===== config.mk =====
export PLATFORM = sky130hd
export DESIGN_NAME = asrv32_ctrl_fsm
export DESIGN_NICKNAME = d
export VERILOG_FILES = /design/src/rtl/asrv32_ctrl_fsm_pkg.sv /design/src/rtl/asrv32_retire_cnt.sv /design/src/rtl/asrv32_ctrl_fsm.sv
export SDC_FILE = /design/constraint.sdc
export NUM_CORES = 1
export LEC_CHECK = 0
export ABC_AREA = 1
export BUFFER_PORTS_ARGS = -buffer_cell sky130_fd_sc_hd__buf_2
export CAP_MARGIN = 20
export CORE_MARGIN = 3
export CORE_UTILIZATION = 40
export DETAILED_ROUTE_END_ITERATION = 8
export PLACE_DENSITY = 0.71
export SYNTH_ARGS = -nofsm -noshare
export SYNTH_HDL_FRONTEND = slang
export SYNTH_HIERARCHICAL = 1
export SYNTH_SLANG_ARGS = --single-unit
export TNS_END_PERCENT = 10

===== constraint.sdc =====
create_clock -name i_clk -period 2.5 [get_ports i_clk]
set_input_delay 0.125 -clock i_clk [delete_from_list [all_inputs] [get_ports i_clk]]
set_output_delay 0.125 -clock i_clk [all_outputs]
set_load 0.1 [all_outputs]

===== src/rtl/asrv32_ctrl_fsm_pkg.sv =====
// Shared definitions for the asrv32 multi-cycle control path:
// stage encodings and one-hot opcode bit positions from the decoder.
package asrv32_ctrl_fsm_pkg;

  localparam int OPCODE_WIDTH_DEF = 11;

  typedef enum int {
    OP_RTYPE  = 0,
    OP_ITYPE  = 1,
    OP_LOAD   = 2,
    OP_STORE  = 3,
    OP_BRANCH = 4,
    OP_JAL    = 5,
    OP_JALR   = 6,
    OP_LUI    = 7,
    OP_AUIPC  = 8,
    OP_SYSTEM = 9,
    OP_FENCE  = 10
  } opcode_idx_e;

  typedef enum logic [2:0] {
    FETCH     = 3'd0,
    DECODE    = 3'd1,
    EXECUTE   = 3'd2,
    MEMACCESS = 3'd3,
    WRITEBACK = 3'd4,
    TRAP      = 3'd5
  } stage_e;

endpackage


===== src/rtl/asrv32_retire_cnt.sv =====
// Free-running retired-instruction counter with increment enable;
// wraps modulo 2^W. Shared with the CSR block.
module asrv32_retire_cnt #(
  parameter int W = 64
) (
  input  logic         i_clk,
  input  logic         i_rst,
  input  logic         i_en,
  output logic [W-1:0] o_cnt
);

  logic [W-1:0] cnt_q, cnt_d;

  always_comb begin
    cnt_d = cnt_q;
    if (i_en) cnt_d = cnt_q + W'(1);
  end

  always_ff @(posedge i_clk or posedge i_rst) begin
    if (i_rst) cnt_q <= '0;
    else       cnt_q <= cnt_d;
  end

  assign o_cnt = cnt_q;

endmodule


===== src/rtl/asrv32_ctrl_fsm.sv =====
// Multi-cycle control FSM for the unpipelined asrv32 core: sequences
// FETCH/DECODE/EXECUTE/MEMACCESS/WRITEBACK with wait states, stall, trap and bus timeout.
module asrv32_ctrl_fsm
  import asrv32_ctrl_fsm_pkg::*;
#(
  parameter int OPCODE_WIDTH = OPCODE_WIDTH_DEF,
  parameter int SKIP_MEM     = 1,
  parameter int MEM_TIMEOUT  = 15,
  parameter int RETIRE_W     = 64
) (
  input  logic                    i_clk,
  input  logic                    i_rst,
  input  logic [31:0]             i_inst,
  input  logic                    i_inst_vld,
  input  logic [OPCODE_WIDTH-1:0] i_opcode,
  input  logic                    i_dmem_ack,
  input  logic                    i_stall,
  input  logic                    i_trap,
  output logic [31:0]             o_inst_q,
  output logic [2:0]              o_stage_q,
  output logic                    o_fetch_req,
  output logic                    o_alu_stage_en,
  output logic                    o_memaccess_stage_en,
  output logic                    o_writeback_stage_en,
  output logic                    o_csr_stage_en,
  output logic                    o_flush,
  output logic                    o_bus_err,
  output logic                    o_done_tick,
  output logic [RETIRE_W-1:0]     o_minstret
);

  localparam int CNT_W = $clog2(MEM_TIMEOUT + 1);

  stage_e           stage_q, stage_d;
  logic [31:0]      inst_q, inst_d;
  logic [CNT_W-1:0] cnt_q, cnt_d, cnt_inc;
  logic             is_ls, is_sys, mem_path;
  logic             unused_opcode;

  assign is_ls    = i_opcode[OP_LOAD] | i_opcode[OP_STORE];
  assign is_sys   = i_opcode[OP_SYSTEM];
  assign mem_path = is_ls || is_sys || (SKIP_MEM == 0);
  assign cnt_inc  = cnt_q + CNT_W'(1);
  // Remaining decoder bits do not steer the sequencing.
  assign unused_opcode = ^i_opcode;

  // NOTE: every signal gets a default before the case so no path can infer a latch.
  always_comb begin
    stage_d              = stage_q;
    inst_d               = inst_q;
    cnt_d                = cnt_q;
    o_fetch_req          = 1'b0;
    o_alu_stage_en       = 1'b0;
    o_memaccess_stage_en = 1'b0;
    o_writeback_stage_en = 1'b0;
    o_csr_stage_en       = 1'b0;
    o_flush              = 1'b0;
    o_bus_err            = 1'b0;
    o_done_tick          = 1'b0;

    case (stage_q)
      FETCH: begin
        o_fetch_req = !i_stall && !i_rst;
        if (!i_stall && i_inst_vld) begin
          inst_d  = i_inst;
          stage_d = DECODE;
        end
      end
      DECODE: begin
        if (!i_stall) stage_d = EXECUTE;
      end
      EXECUTE: begin
        o_alu_stage_en = !i_stall;
        if (i_trap)        stage_d = TRAP;
        else if (!i_stall) stage_d = mem_path ? MEMACCESS : WRITEBACK;
      end
      MEMACCESS: begin
        o_memaccess_stage_en = !i_stall;
        o_csr_stage_en       = is_sys && !i_stall;
        if (i_trap) begin
          stage_d = TRAP;
          cnt_d   = '0;
        end else if (!i_stall) begin
          if (!is_ls || i_dmem_ack) begin
            stage_d = WRITEBACK;
            cnt_d   = '0;
          end else if (cnt_inc == CNT_W'(MEM_TIMEOUT)) begin
            // Ack arriving on the final allowed cycle takes the branch above.
            o_bus_err = 1'b1;
            stage_d   = TRAP;
            cnt_d     = '0;
          end else begin
            cnt_d = cnt_inc;
          end
        end
      end
      WRITEBACK: begin
        o_writeback_stage_en = !i_stall;
        o_done_tick          = !i_stall;
        if (!i_stall) stage_d = FETCH;
      end
      TRAP: begin
        o_flush = 1'b1;
        if (!i_stall) stage_d = FETCH;
      end
      default: stage_d = FETCH;
    endcase
  end

  // NOTE: non-blocking assignments so all flops sample pre-edge values together.
  always_ff @(posedge i_clk or posedge i_rst) begin
    if (i_rst) begin
      stage_q <= FETCH;
      inst_q  <= '0;
      cnt_q   <= '0;
    end else begin
      stage_q <= stage_d;
      inst_q  <= inst_d;
      cnt_q   <= cnt_d;
    end
  end

  assign o_inst_q  = inst_q;
  assign o_stage_q = stage_q;

  asrv32_retire_cnt #(.W(RETIRE_W)) u_retire_cnt (
    .i_clk (i_clk),
    .i_rst (i_rst),
    .i_en  (o_done_tick),
    .o_cnt (o_minstret)
  );

endmodule


======== Word level (Yosys, flattened, before mapping) ========
Index checks and enable logic that the tools add are counted.
word-level totals
  output and inout bits ................... 107
  flip-flop bits (word level) ............. 103
  word-level logic and storage cells ...... 59
cells by class
  bitwise logic cells ..................... 1
  muxes and demuxes ....................... 26
  add/subtract/negate cells ............... 2
  reductions and logical operators ........ 13
  equal/unequal tests ..................... 13
operators by type and width
  operator               number
  $add 64x1->64 const B  1
  $mux 3                 10
  $mux 4                 4
  $pmux 3 s5             1
  $mux 1                 11
  $eq 3x2->1 const B     2
  $eq 3x3->1 const B     2
  $ne 2x2->1 const B     3
  $ne 3x3->1 const B     2
  $reduce_and 6->1       1
  $add 4x1->4 const B    1
  $eq 4x4->1 const B     1
  $ne 4x4->1 const B     1
  $reduce_and 2->1       2
  $eq 3x1->1 const B     1
  $logic_and 1x1->1      3
  $logic_not 1->1        3
  $logic_not 3->1        1
  $logic_or 1x1->1       2
  $ne 2x1->1 const B     1
  $reduce_or 2->1        1
  $or 1x1->1             1

======== Logic depth before layout (Yosys ltp) ========
Gate-level depths: netlist of run 1.
  depth in word-level cells ............... 7
  gate-level depth with buffers ........... 12

======== Cells and area by module ========
Netlist of run 1, hierarchy kept.
by module, submodules not included
  module             area an instance (sq um)  times used  cells each  seq. area each (sq um)
  asrv32_retire_cnt  3,718.6                   1           499         1,601.5
  asrv32_ctrl_fsm    1,893.1                   1           160         975.9

======== Worst setup path before layout of run 1 ========
OpenSTA, ideal clock, no wires.
  path kind ............................... register to register
  start point ............................. register stage_q[2] (netlist: o_stage_q[2])
  end point ............................... register u_retire_cnt.cnt_q[49] (netlist: u_retire_cnt/o_cnt[49])
  clock period less this slack ............ 4,840 ps
  buffers on the path ..................... 0
  arrival ................................. 4,717 ps
  setup slack ............................. -2,340 ps
  library setup time ...................... 122 ps
  data required time ...................... 2,378 ps
  stages on the path, launching flop included .. 12
  cell sequence ........................... dfrtp_1 > inv_2 > nor3_1 > inv_2 > nor2_2 > nand2_1 > nor2_1 > nand2_1 > nor2_4 > nand2_1 > nand2_1 > nand2_1
on the way
  word-level cells in the longest chain between the ends .. 2
RTL lines
  element                 line                     RTL
  start, declared         asrv32_ctrl_fsm.sv:34    stage_e stage_q, stage_d;
  start signal, assigned  asrv32_ctrl_fsm.sv:117   stage_q <= stage_d;
  $eq 3x3->1              asrv32_ctrl_fsm.sv:61    case (stage_q)
  $mux 1                  asrv32_ctrl_fsm.sv:61
  net o_done_tick         asrv32_ctrl_fsm.sv:28    output logic o_done_tick,
  end signal, assigned    asrv32_retire_cnt.sv:21  else cnt_q <= cnt_d;
  end, declared           asrv32_retire_cnt.sv:12  logic [W-1:0] cnt_q, cnt_d;
The timed path passes the listed nets, and every way through them passes these cells.
A chain may end at the register's enable or synchronous reset.

======== Worst setup path after layout of run 1 ========
  start point ............................. register stage_q[2] (netlist: o_stage_q[2])
  end point ............................... output port o_bus_err
on the way
  word-level cells in the longest chain between the ends .. 2
RTL lines
  element        line                   RTL
  $eq 3x2->1     asrv32_ctrl_fsm.sv:61
  $mux 1         asrv32_ctrl_fsm.sv:61
  end, declared  asrv32_ctrl_fsm.sv:27  output logic o_bus_err,
Every way passes these cells.

==> results of run 1 <==
## worst reg2reg max path: cells and delay by family (launching register included)
| family | cells | cell delay (ps) |
|---|---|---|
| AND/OR/NAND/NOR | 9 | 1060 |
| buffers and inverters | 2 | 330 |
| flip-flops | 1 | 500 |
## worst paths after layout
| path | start | to | slack [ps] | cells after the start |
|---|---|---|---|---|
| max | o_stage_q[2] | o_bus_err | 290 | 8 |
| min | i_inst[3] | o_inst_q[3] | 10 | 2 |
| max reg2reg | o_stage_q[1] | u_retire_cnt/o_cnt[60] | 500 | 11 |
| min reg2reg | u_retire_cnt/o_cnt[63] | u_retire_cnt/o_cnt[63] | 500 | 2 |
| max in group asynchronous | i_rst | u_retire_cnt/o_cnt[20] | 1450 | 4 |
| min in group asynchronous | i_rst | u_retire_cnt/o_cnt[53] | 350 | 3 |
## layer usage
layer | vias to the layer above | global-route usage [%] | share of wire (%)
met1 | 2326 | 25.38 | 44
met5 | - | 0 | 0
li1 | 2453 | - | -
met4 | 0 | 8.446 | 2.7
met3 | 25 | 3.645 | 5.5
met2 | 154 | 30.85 | 48
## timing repair
action                    in CTS  in global routing
hold buffers                  26                  0
hold endpoints to repair      82                  0
gates resized for setup        0                  0
buffers inserted               0                  0
## power breakdown
part | switching, mW | internal [mW] | total [mW]
Clock | 0.607 | 0.824 | 1.43
Sequential | 0.265 | 2.03 | 2.30
Combinational | 3.21 | 0.820 | 4.03
## cell families after synthesis
logic type                 synth area share [%]
adders and majority gates                0.6690
DFF                                       45.93
buffers and inverters                     5.084
muxes                                     8.428
AOI/OAI and AO/OA                         1.316
xor gates and xnor gates                  6.555
and+or+nand+nor                           32.02
## cells in the mapped netlist
library cell / number / share of area [%]
sky130_fd_sc_hd__mux2_4: 30 / 8.0
sky130_fd_sc_hd__nand2_1: 195 / 13
sky130_fd_sc_hd__dfrtp_1: 103 / 46
sky130_fd_sc_hd__nor4_1: 1 / 0.11
sky130_fd_sc_hd__nand3_4: 1 / 0.31
sky130_fd_sc_hd__mux2_2: 2 / 0.40
sky130_fd_sc_hd__buf_4: 2 / 0.27
sky130_fd_sc_hd__xor2_1: 23 / 3.6
sky130_fd_sc_hd__nand3b_1: 12 / 1.6
sky130_fd_sc_hd__o21ai_0: 6 / 0.54
sky130_fd_sc_hd__nand2_2: 9 / 1.0
sky130_fd_sc_hd__ha_1: 3 / 0.67
sky130_fd_sc_hd__nor2_2: 18 / 2.0
sky130_fd_sc_hd__a31oi_1: 1 / 0.11
sky130_fd_sc_hd__o22ai_1: 2 / 0.22
sky130_fd_sc_hd__inv_2: 7 / 0.47
sky130_fd_sc_hd__xnor2_1: 19 / 3.0
sky130_fd_sc_hd__nor3_1: 10 / 0.89
sky130_fd_sc_hd__nand4_1: 14 / 1.6
sky130_fd_sc_hd__inv_1: 56 / 3.7
sky130_fd_sc_hd__nor2_4: 11 / 2.2
sky130_fd_sc_hd__nand3_1: 30 / 2.7
sky130_fd_sc_hd__nor2_1: 95 / 6.4
sky130_fd_sc_hd__o21bai_1: 1 / 0.13
sky130_fd_sc_hd__and2_1: 1 / 0.11
sky130_fd_sc_hd__nor3b_1: 1 / 0.13
sky130_fd_sc_hd__buf_6: 3 / 0.60
sky130_fd_sc_hd__a21oi_1: 2 / 0.18
sky130_fd_sc_hd__o211ai_1: 1 / 0.13
## flip-flops by register name, summed over array words and instances, names as in the netlist
name and flops:
u_retire_cnt/o_cnt 64, o_inst_q 32, o_stage_q 3, cnt_q 4
## cell type report
class / count / area [µm²]
multi-input combinational: 488 / 2788
inverter: 63 / 239.0
clock inverter: 3 / 42.54
sequential: 103 / 2589
tap: 176 / 220.2
fill: 1250 / 6330
timing repair buffer: 179 / 1041
clock buffer: 12 / 256.5
## per-stage QoR
step	power [mW]	TNS, ps	hold WS (ps)
floorplan	5.689	-3361	241.9
global placement	6.267	0	196.7
detailed placement	6.305	0	189.0
CTS	7.791	0	1.123
global route	8.028	0	8.860
finish	7.758	0	14.88
==> impl_results.html, run 1 <==
<table>
<tr><th>Metric</th><th>Value</th></tr>
<tr><th colspan="2">GRT</th></tr>
<tr><td>Total routing usage reported by global routing</td><td>19.23%</td></tr>
<tr><td>Congestion Overflow GR</td><td>0</td></tr>
<tr><td>First-pass GRT wire length</td><td>24340 µm</td></tr>
<tr><td>Vias in the first global route</td><td>4800</td></tr>
<tr><td>Initial antenna violation count</td><td>0</td></tr>
<tr><td>Largest net degree at the start of global routing</td><td>40</td></tr>
<tr><th colspan="2">Routing</th></tr>
<tr><td>Via/cell ratio</td><td>4.842</td></tr>
<tr><td>Wire length after detailed routing</td><td>14580 µm</td></tr>
<tr><td>DR vias</td><td>4958</td></tr>
<tr><td>Antenna-violating nets left</td><td>0</td></tr>
<tr><td>Routed WL per cell</td><td>14.24 µm</td></tr>
<tr><td>DRC viols</td><td>0</td></tr>
<tr><td>Drt first-iter violations</td><td>366</td></tr>
<tr><td>Drt first pass iters</td><td>5</td></tr>
<tr><th colspan="2">Synthesis</th></tr>
<tr><td>Library cells used by synthesis</td><td>29</td></tr>
<tr><td>Post-synthesis net count</td><td>711</td></tr>
<tr><td>Post-Synthesis Mean Instance Area</td><td>8.515 µm²</td></tr>
<tr><td>Seq/Total Area, Yosys</td><td>45.93%</td></tr>
<tr><td>Cell Area, Synth</td><td>5612 µm²</td></tr>
<tr><td>Instance count of the mapped netlist</td><td>659</td></tr>
<tr><td>Flip-flop and latch count after synthesis</td><td>103</td></tr>
<tr><td>Syn. warnings</td><td>6</td></tr>
<tr><th colspan="2">Die</th></tr>
<tr><td>Effective utilization at floorplan</td><td>41.55%</td></tr>
<tr><td>Vertical die dimension</td><td>124.4 µm</td></tr>
<tr><td>Overall die area</td><td>15490 µm²</td></tr>
<tr><td>Die X-Extent</td><td>124.4 µm</td></tr>
<tr><td>Boundary pin count</td><td>156</td></tr>
<tr><td>Core ar.</td><td>13510 µm²</td></tr>
<tr><td>Total number of placement rows</td><td>42</td></tr>
<tr><th colspan="2">Placement</th></tr>
<tr><td>HPWL after detailed placement</td><td>11210 µm</td></tr>
<tr><td>Routability cong.</td><td>0.8711</td></tr>
<tr><td>DP Worst Slack</td><td>455.2 ps</td></tr>
<tr><td>DP Cell Count</td><td>983</td></tr>
<tr><td># port buffers</td><td>147</td></tr>
<tr><td>Area after detailed placement</td><td>6616 µm²</td></tr>
<tr><th colspan="2">Setup path</th></tr>
<tr><td>Element type at the critical path end</td><td>primary output</td></tr>
<tr><td>Startpoint type of the worst setup path</td><td>flip-flop</td></tr>
<tr><td>Cell with the largest stage delay on the worst path</td><td>sky130_fd_sc_hd__dfrtp_4</td></tr>
<tr><td>Arr. time, crit path</td><td>2090 ps</td></tr>
<tr><td>Cell family with the largest share of critical-path delay</td><td>buffers and inverters</td></tr>
<tr><td>Req. time, crit path</td><td>2380 ps</td></tr>
<tr><td>Worst stage delay on the critical path</td><td>510 ps</td></tr>
<tr><td>Max Fanout on Critical Path</td><td>5</td></tr>
<tr><td>CP Class</td><td>flip-flop to primary output</td></tr>
<tr><td>Series of cell instances along the critical path</td><td>inv_2 &gt; nand2_1 &gt; nor2_1 &gt; inv_2 &gt; nor2_4 &gt; nand2_1 &gt; nor2_4 &gt; buf_2</td></tr>
<tr><td>Combined buffer and inverter count along the critical path</td><td>3</td></tr>
<tr><th colspan="2">CTS</th></tr>
<tr><td>TritonCTS clock tree</td><td>yes</td></tr>
<tr><td>CTS buffer count</td><td>9</td></tr>
<tr><td>Clock-pin slew on the worst setup and hold paths</td><td>60 ps</td></tr>
<tr><td>CTS H-tree lvls</td><td>3</td></tr>
<tr><td>Maximum buffer depth of the clock tree</td><td>2</td></tr>
<tr><td>Source-to-sink clock delay at the later pin of the worst-skew pair</td><td>350 ps</td></tr>
<tr><td>Sink count of the clock tree</td><td>103</td></tr>
<tr><td>Root buffer cell</td><td>sky130_fd_sc_hd__clkbuf_16</td></tr>
<tr><th colspan="2">Cells and area</th></tr>
<tr><td>Non-filler instance count after layout</td><td>1024</td></tr>
<tr><td>Final instance area</td><td>7176 µm²</td></tr>
<tr><td>Most common library cell in the layout ignoring fill and taps</td><td>sky130_fd_sc_hd__nand2_1</td></tr>
<tr><td>Synthesis-to-layout area growth</td><td>27.87%</td></tr>
<tr><td>Antenna cells</td><td>0</td></tr>
<tr><td>Number of nets in the final layout</td><td>896</td></tr>
<tr><td>Fraction of layout instances using a drive strength above 1</td><td>29.83%</td></tr>
<tr><td>Layout Utilization</td><td>53.13%</td></tr>
<tr><td>Top library cells by usage in the layout, fill and taps aside</td><td>195 x sky130_fd_sc_hd__nand2_1, 147 x sky130_fd_sc_hd__buf_2, 100 x sky130_fd_sc_hd__dfrtp_1</td></tr>
<tr><th colspan="2">Timing</th></tr>
<tr><td>Tightest Pin Transition</td><td>579.4 ps</td></tr>
<tr><td>Max Clk Rate</td><td>451.7 MHz</td></tr>
<tr><td>Period Utilization, post-route</td><td>88.55%</td></tr>
<tr><td>Tmin final</td><td>2214 ps</td></tr>
<tr><td>Setup Viol. Count Final</td><td>0</td></tr>
<tr><td>Fin Clk Skew</td><td>6.528 ps</td></tr>
<tr><td>Worst slew margin</td><td>61.37%</td></tr>
<tr><td>Final Hold Vio Count</td><td>0</td></tr>
<tr><td>Final Max Slew Viols</td><td>0</td></tr>
<tr><td>Final worst setup slack</td><td>286.2 ps</td></tr>
<tr><td>RSZ-0062 raised after global routing</td><td>false</td></tr>
<tr><th colspan="2">Power</th></tr>
<tr><td>Leakage power</td><td>3.494 nW</td></tr>
<tr><td>Maximum resistive drop on vdd</td><td>712.8 µV</td></tr>
<tr><td>Power density relative to cell area</td><td>1081 nW/µm²</td></tr>
<tr><th colspan="2">Min path</th></tr>
<tr><td>Class of the most critical hold timing path</td><td>input port to flip-flop</td></tr>
<tr><th colspan="2">Run</th></tr>
<tr><td>Number of violations of the max-capacitance limit</td><td>0</td></tr>
<tr><th colspan="2">Run status</th></tr>
<tr><td>Outcome</td><td>finished clean</td></tr>
</table>
Note: power is estimated with default switching activity, not from simulation.
==> run 2, diff against run 1 <==
--- a/config.mk
+++ b/config.mk
@@ -5,13 +5,14 @@
 export SDC_FILE = /design/constraint.sdc
 export NUM_CORES = 1
 export LEC_CHECK = 0
-export ABC_AREA = 1
 export BUFFER_PORTS_ARGS = -buffer_cell sky130_fd_sc_hd__buf_2
 export CAP_MARGIN = 20
+export CELL_PAD_IN_SITES_DETAIL_PLACEMENT = 0
+export CELL_PAD_IN_SITES_GLOBAL_PLACEMENT = 2
 export CORE_MARGIN = 3
-export CORE_UTILIZATION = 40
+export CORE_UTILIZATION = 33
 export DETAILED_ROUTE_END_ITERATION = 8
-export PLACE_DENSITY = 0.71
+export PLACE_DENSITY = 0.88
 export SYNTH_ARGS = -nofsm -noshare
 export SYNTH_HDL_FRONTEND = slang
 export SYNTH_HIERARCHICAL = 1
==> impl_results.html, run 2 <==
<table>
<tr><th>Metric</th><th>Value</th></tr>
<tr><th colspan="2">Timing</th></tr>
<tr><td>Final Max Slew Viols</td><td>0</td></tr>
<tr><td>Final Hold Vio Count</td><td>0</td></tr>
<tr><td>RSZ-0062 raised after global routing</td><td>false</td></tr>
<tr><td>Worst-case hold slack</td><td>17.24 ps</td></tr>
<tr><td>Fin Clk Skew</td><td>9.220 ps</td></tr>
<tr><td>Tmin final</td><td>2312 ps</td></tr>
<tr><td>Worst slew margin</td><td>53.03%</td></tr>
<tr><td>Setup total negative slack</td><td>0 ps</td></tr>
<tr><td>Max Clk Rate</td><td>432.6 MHz</td></tr>
<tr><td>Setup Viol. Count Final</td><td>0</td></tr>
<tr><td>Final worst setup slack</td><td>188.3 ps</td></tr>
<tr><td>Period Utilization, post-route</td><td>92.47%</td></tr>
<tr><td>Tightest Pin Transition</td><td>695.7 ps</td></tr>
<tr><th colspan="2">Setup path</th></tr>
<tr><td>Worst reg2reg endpoint</td><td>u_retire_cnt/o_cnt[31]</td></tr>
<tr><td>CP Class</td><td>flip-flop to primary output</td></tr>
<tr><td>Arr. time, crit path</td><td>2190 ps</td></tr>
<tr><td>Number of cells on the worst reg-to-reg path</td><td>6</td></tr>
<tr><td>R2R Path Start</td><td>o_stage_q[0]</td></tr>
<tr><td>Max Fanout on Critical Path</td><td>10</td></tr>
<tr><td>Element type at the critical path end</td><td>primary output</td></tr>
<tr><td>Setup slack of the worst register-to-register path</td><td>240 ps</td></tr>
<tr><td>Req. time, crit path</td><td>2380 ps</td></tr>
<tr><td>Startpoint type of the worst setup path</td><td>flip-flop</td></tr>
<tr><th colspan="2">Synthesis</th></tr>
<tr><td>Area fraction of the dominant cell type after synthesis</td><td>50.99%</td></tr>
<tr><td>Seq/Total Area, Yosys</td><td>50.99%</td></tr>
<tr><td>Number of enable-type register cells in the synthesized netlist</td><td>0</td></tr>
<tr><td>Syn. warnings</td><td>6</td></tr>
<tr><td>Combinational family with the most area after synthesis</td><td>simple AND/OR/NAND/NOR gates</td></tr>
<tr><td>Most common cell in the synthesized netlist</td><td>sky130_fd_sc_hd__dfrtp_1</td></tr>
<tr><td>Ys flop type</td><td>sky130_fd_sc_hd__dfrtp_1</td></tr>
<tr><td>Post-synthesis share of cell area spent on xor and xnor gates</td><td>11.09%</td></tr>
<tr><td>Post-Synthesis Mean Instance Area</td><td>11.87 µm²</td></tr>
<tr><td>Ranking of synthesized cells by area</td><td>sky130_fd_sc_hd__dfrtp_1 51%, sky130_fd_sc_hd__mux2_4 8.9%, sky130_fd_sc_hd__xnor2_1 6.9%</td></tr>
<tr><td>Complex-gate fraction of the synthesized area</td><td>2.995%</td></tr>
<tr><td>Flip-flop and latch count after synthesis</td><td>103</td></tr>
<tr><td>Post-synthesis net count</td><td>478</td></tr>
<tr><td>Adder and majority gate portion of the synthesized area</td><td>0.7426%</td></tr>
<tr><td>Async set-or-reset flop fraction in the synthesized netlist</td><td>100.0%</td></tr>
<tr><td>Library cells used by synthesis</td><td>50</td></tr>
<tr><td>Instance count of the mapped netlist</td><td>426</td></tr>
<tr><td>Post-Synth Simple-Gate Area</td><td>21.73%</td></tr>
<tr><td>Cell Area, Synth</td><td>5055 µm²</td></tr>
<tr><td>Largest area contributor in the netlist</td><td>sky130_fd_sc_hd__dfrtp_1</td></tr>
<tr><td>Share of synthesized area spent on multiplexers</td><td>9.777%</td></tr>
<tr><td>Leading post-synthesis cells by instance count</td><td>103 x sky130_fd_sc_hd__dfrtp_1, 40 x sky130_fd_sc_hd__xnor2_1, 37 x sky130_fd_sc_hd__nand2_1, 31 x sky130_fd_sc_hd__nand3_1, 30 x sky130_fd_sc_hd__mux2_4</td></tr>
<tr><th colspan="2">Routing</th></tr>
<tr><td>Drt first-iter violations</td><td>151</td></tr>
<tr><td>Via/cell ratio</td><td>4.782</td></tr>
<tr><td>Wire length after detailed routing</td><td>12090 µm</td></tr>
<tr><td>Uppermost routed layer</td><td>met4</td></tr>
<tr><td>Sum of routed wire segments on met1</td><td>5598 µm</td></tr>
<tr><td>DRC viols</td><td>0</td></tr>
<tr><td>Antenna-violating nets left</td><td>0</td></tr>
<tr><td>Drt first pass iters</td><td>4</td></tr>
<tr><td>DR vias</td><td>3797</td></tr>
<tr><td>Met2 routed wirelength</td><td>5541 µm</td></tr>
<tr><td>Routed WL per cell</td><td>15.22 µm</td></tr>
<tr><td>WL met3</td><td>834 µm</td></tr>
<tr><th colspan="2">Power</th></tr>
<tr><td>Maximum resistive drop on vdd</td><td>1549 µV</td></tr>
<tr><td>Leakage power</td><td>3.347 nW</td></tr>
<tr><td>Power density relative to cell area</td><td>1142 nW/µm²</td></tr>
<tr><td>Total power of the final layout</td><td>7.510 mW</td></tr>
<tr><th colspan="2">CTS</th></tr>
<tr><td>CTS H-tree lvls</td><td>3</td></tr>
<tr><td>Clock-pin slew on the worst setup and hold paths</td><td>70 ps</td></tr>
<tr><td>Root buffer cell</td><td>sky130_fd_sc_hd__clkbuf_16</td></tr>
<tr><td>Sink count of the clock tree</td><td>103</td></tr>
<tr><td>Source-to-sink clock delay at the later pin of the worst-skew pair</td><td>340 ps</td></tr>
<tr><td>CTS buffer count</td><td>9</td></tr>
<tr><td>TritonCTS clock tree</td><td>yes</td></tr>
<tr><td>Setup Buffers After CTS</td><td>0</td></tr>
<tr><td>Maximum buffer depth of the clock tree</td><td>2</td></tr>
<tr><th colspan="2">Die</th></tr>
<tr><td>Effective utilization at floorplan</td><td>34.26%</td></tr>
<tr><td>Core ar.</td><td>14750 µm²</td></tr>
<tr><td>Total number of placement rows</td><td>44</td></tr>
<tr><td>Boundary pin count</td><td>156</td></tr>
<tr><td>Vertical die dimension</td><td>129.8 µm</td></tr>
<tr><td>Die X-Extent</td><td>129.8 µm</td></tr>
<tr><td>Overall die area</td><td>16840 µm²</td></tr>
<tr><th colspan="2">Min path</th></tr>
<tr><td>Hold Path Stages</td><td>2</td></tr>
<tr><td>Class of the most critical hold timing path</td><td>input port to flip-flop</td></tr>
<tr><td>Hold Startpoint</td><td>i_inst[5]</td></tr>
<tr><td>Worst Hold End</td><td>o_inst_q[5]</td></tr>
<tr><th colspan="2">GRT</th></tr>
<tr><td>First-pass GRT wire length</td><td>19620 µm</td></tr>
<tr><td>Congestion Overflow GR</td><td>0</td></tr>
<tr><td>Initial antenna violation count</td><td>0</td></tr>
<tr><td>Total routing usage reported by global routing</td><td>14.59%</td></tr>
<tr><td>Vias in the first global route</td><td>3889</td></tr>
<tr><td>Largest net degree at the start of global routing</td><td>48</td></tr>
<tr><th colspan="2">Cells and area</th></tr>
<tr><td>Antenna cells</td><td>0</td></tr>
<tr><td>Final instance area</td><td>6579 µm²</td></tr>
<tr><td>Synthesis-to-layout area growth</td><td>30.15%</td></tr>
<tr><td>Fraction of layout instances using a drive strength above 1</td><td>38.85%</td></tr>
<tr><td>Area taken by multi-input logic gates</td><td>2362 µm²</td></tr>
<tr><td>Total area of sequential cells</td><td>2586 µm²</td></tr>
<tr><td>Number of nets in the final layout</td><td>657</td></tr>
<tr><td>Max reg flops</td><td>64</td></tr>
<tr><td>Most common library cell in the layout ignoring fill and taps</td><td>sky130_fd_sc_hd__buf_2</td></tr>
<tr><td>Final-layout fill cell count</td><td>1397</td></tr>
<tr><td>Top library cells by usage in the layout, fill and taps aside</td><td>146 x sky130_fd_sc_hd__buf_2, 100 x sky130_fd_sc_hd__dfrtp_1, 40 x sky130_fd_sc_hd__xnor2_1</td></tr>
<tr><th colspan="2">Run</th></tr>
<tr><td>Number of violations of the max-capacitance limit</td><td>0</td></tr>
<tr><th colspan="2">Placement</th></tr>
<tr><td>HPWL after detailed placement</td><td>8809 µm</td></tr>
<tr><td>Area after detailed placement</td><td>6050 µm²</td></tr>
<tr><td>Routability cong.</td><td>0.7700</td></tr>
<tr><td>DP Worst Slack</td><td>224.0 ps</td></tr>
<tr><td># port buffers</td><td>147</td></tr>
<tr><th colspan="2">Run status</th></tr>
<tr><td>Outcome</td><td>finished clean</td></tr>
</table>
==> run 2: area by class of cell <==
cell class | instances | area share [%]
inverter | 14 | 0.7988
tap | 184 | 3.499
multi-input combinational | 297 | 35.91
clock inverter | 7 | 1.084
sequential | 103 | 39.31
clock buffer | 9 | 3.423
timing repair buffer | 180 | 15.98
==> run 2: per-stage QoR <==
| step | utilization (%) | std cells |
|---|---|---|
| after floorplan | - | 426 |
| after detailed placement | 41.00 | 756 |
| after global routing | 44.59 | 794 |
| after CTS | 44.44 | 793 |
| after global placement | 41.00 | 756 |
| final | 44.59 | 794 |
==> run 2: worst max-delay path by stage <==
stage | from | end | slack, ps | depth (start not counted)
after floorplan | o_stage_q[0] | u_retire_cnt/o_cnt[35] | -1180 | 8
after global placement | o_stage_q[0] | u_retire_cnt/o_cnt[31] | 260 | 6
after detailed placement | o_stage_q[0] | u_retire_cnt/o_cnt[31] | 220 | 6
after CTS | o_stage_q[2] | o_bus_err | 70 | 5
after global routing | o_stage_q[2] | o_bus_err | 40 | 5
final | o_stage_q[2] | o_bus_err | 190 | 5
==> run 2: metal layers <==
metal / global-route usage, % / vias to the layer above
met5: 0 / -
met4: 3.973 / 0
met3: 4.625 / 10
met2: 23.14 / 110
met1: 19.41 / 1822
li1: - / 1855
==> run 2: what timing repair did <==
action,in CTS,in global routing
gates resized for setup,0,1
hold buffers,21,0
setup endpoints to repair,0,1
endpoints found under the hold margin,59,0
==> run 2: where the power goes <==
part / internal (mW) / total [mW] / switching (mW)
clock: 0.779 / 1.42 / 0.641
combinational: 0.837 / 3.86 / 3.02
sequential: 2.01 / 2.23 / 0.223
==> run 2: cells by family (layout without fill, tap and decap cells) <==
logic type | count (synthesis) | count (layout)
AOI/OAI and AO/OA | 22 | 22
xor gates and xnor gates | 64 | 64
adders and majority gates | 3 | 3
buffers and inverters | 26 | 210
DFF | 103 | 103
muxes | 34 | 34
and+or+nand+nor | 174 | 174
==> run 2: worst max-delay path, cell delays in order (launching register included) <==
cell                       delay [ps]
sky130_fd_sc_hd__dfrtp_4          480
sky130_fd_sc_hd__buf_4            170
sky130_fd_sc_hd__nand2b_1         210
sky130_fd_sc_hd__nor4_2           440
sky130_fd_sc_hd__and3_1           220
sky130_fd_sc_hd__clkbuf_4         330
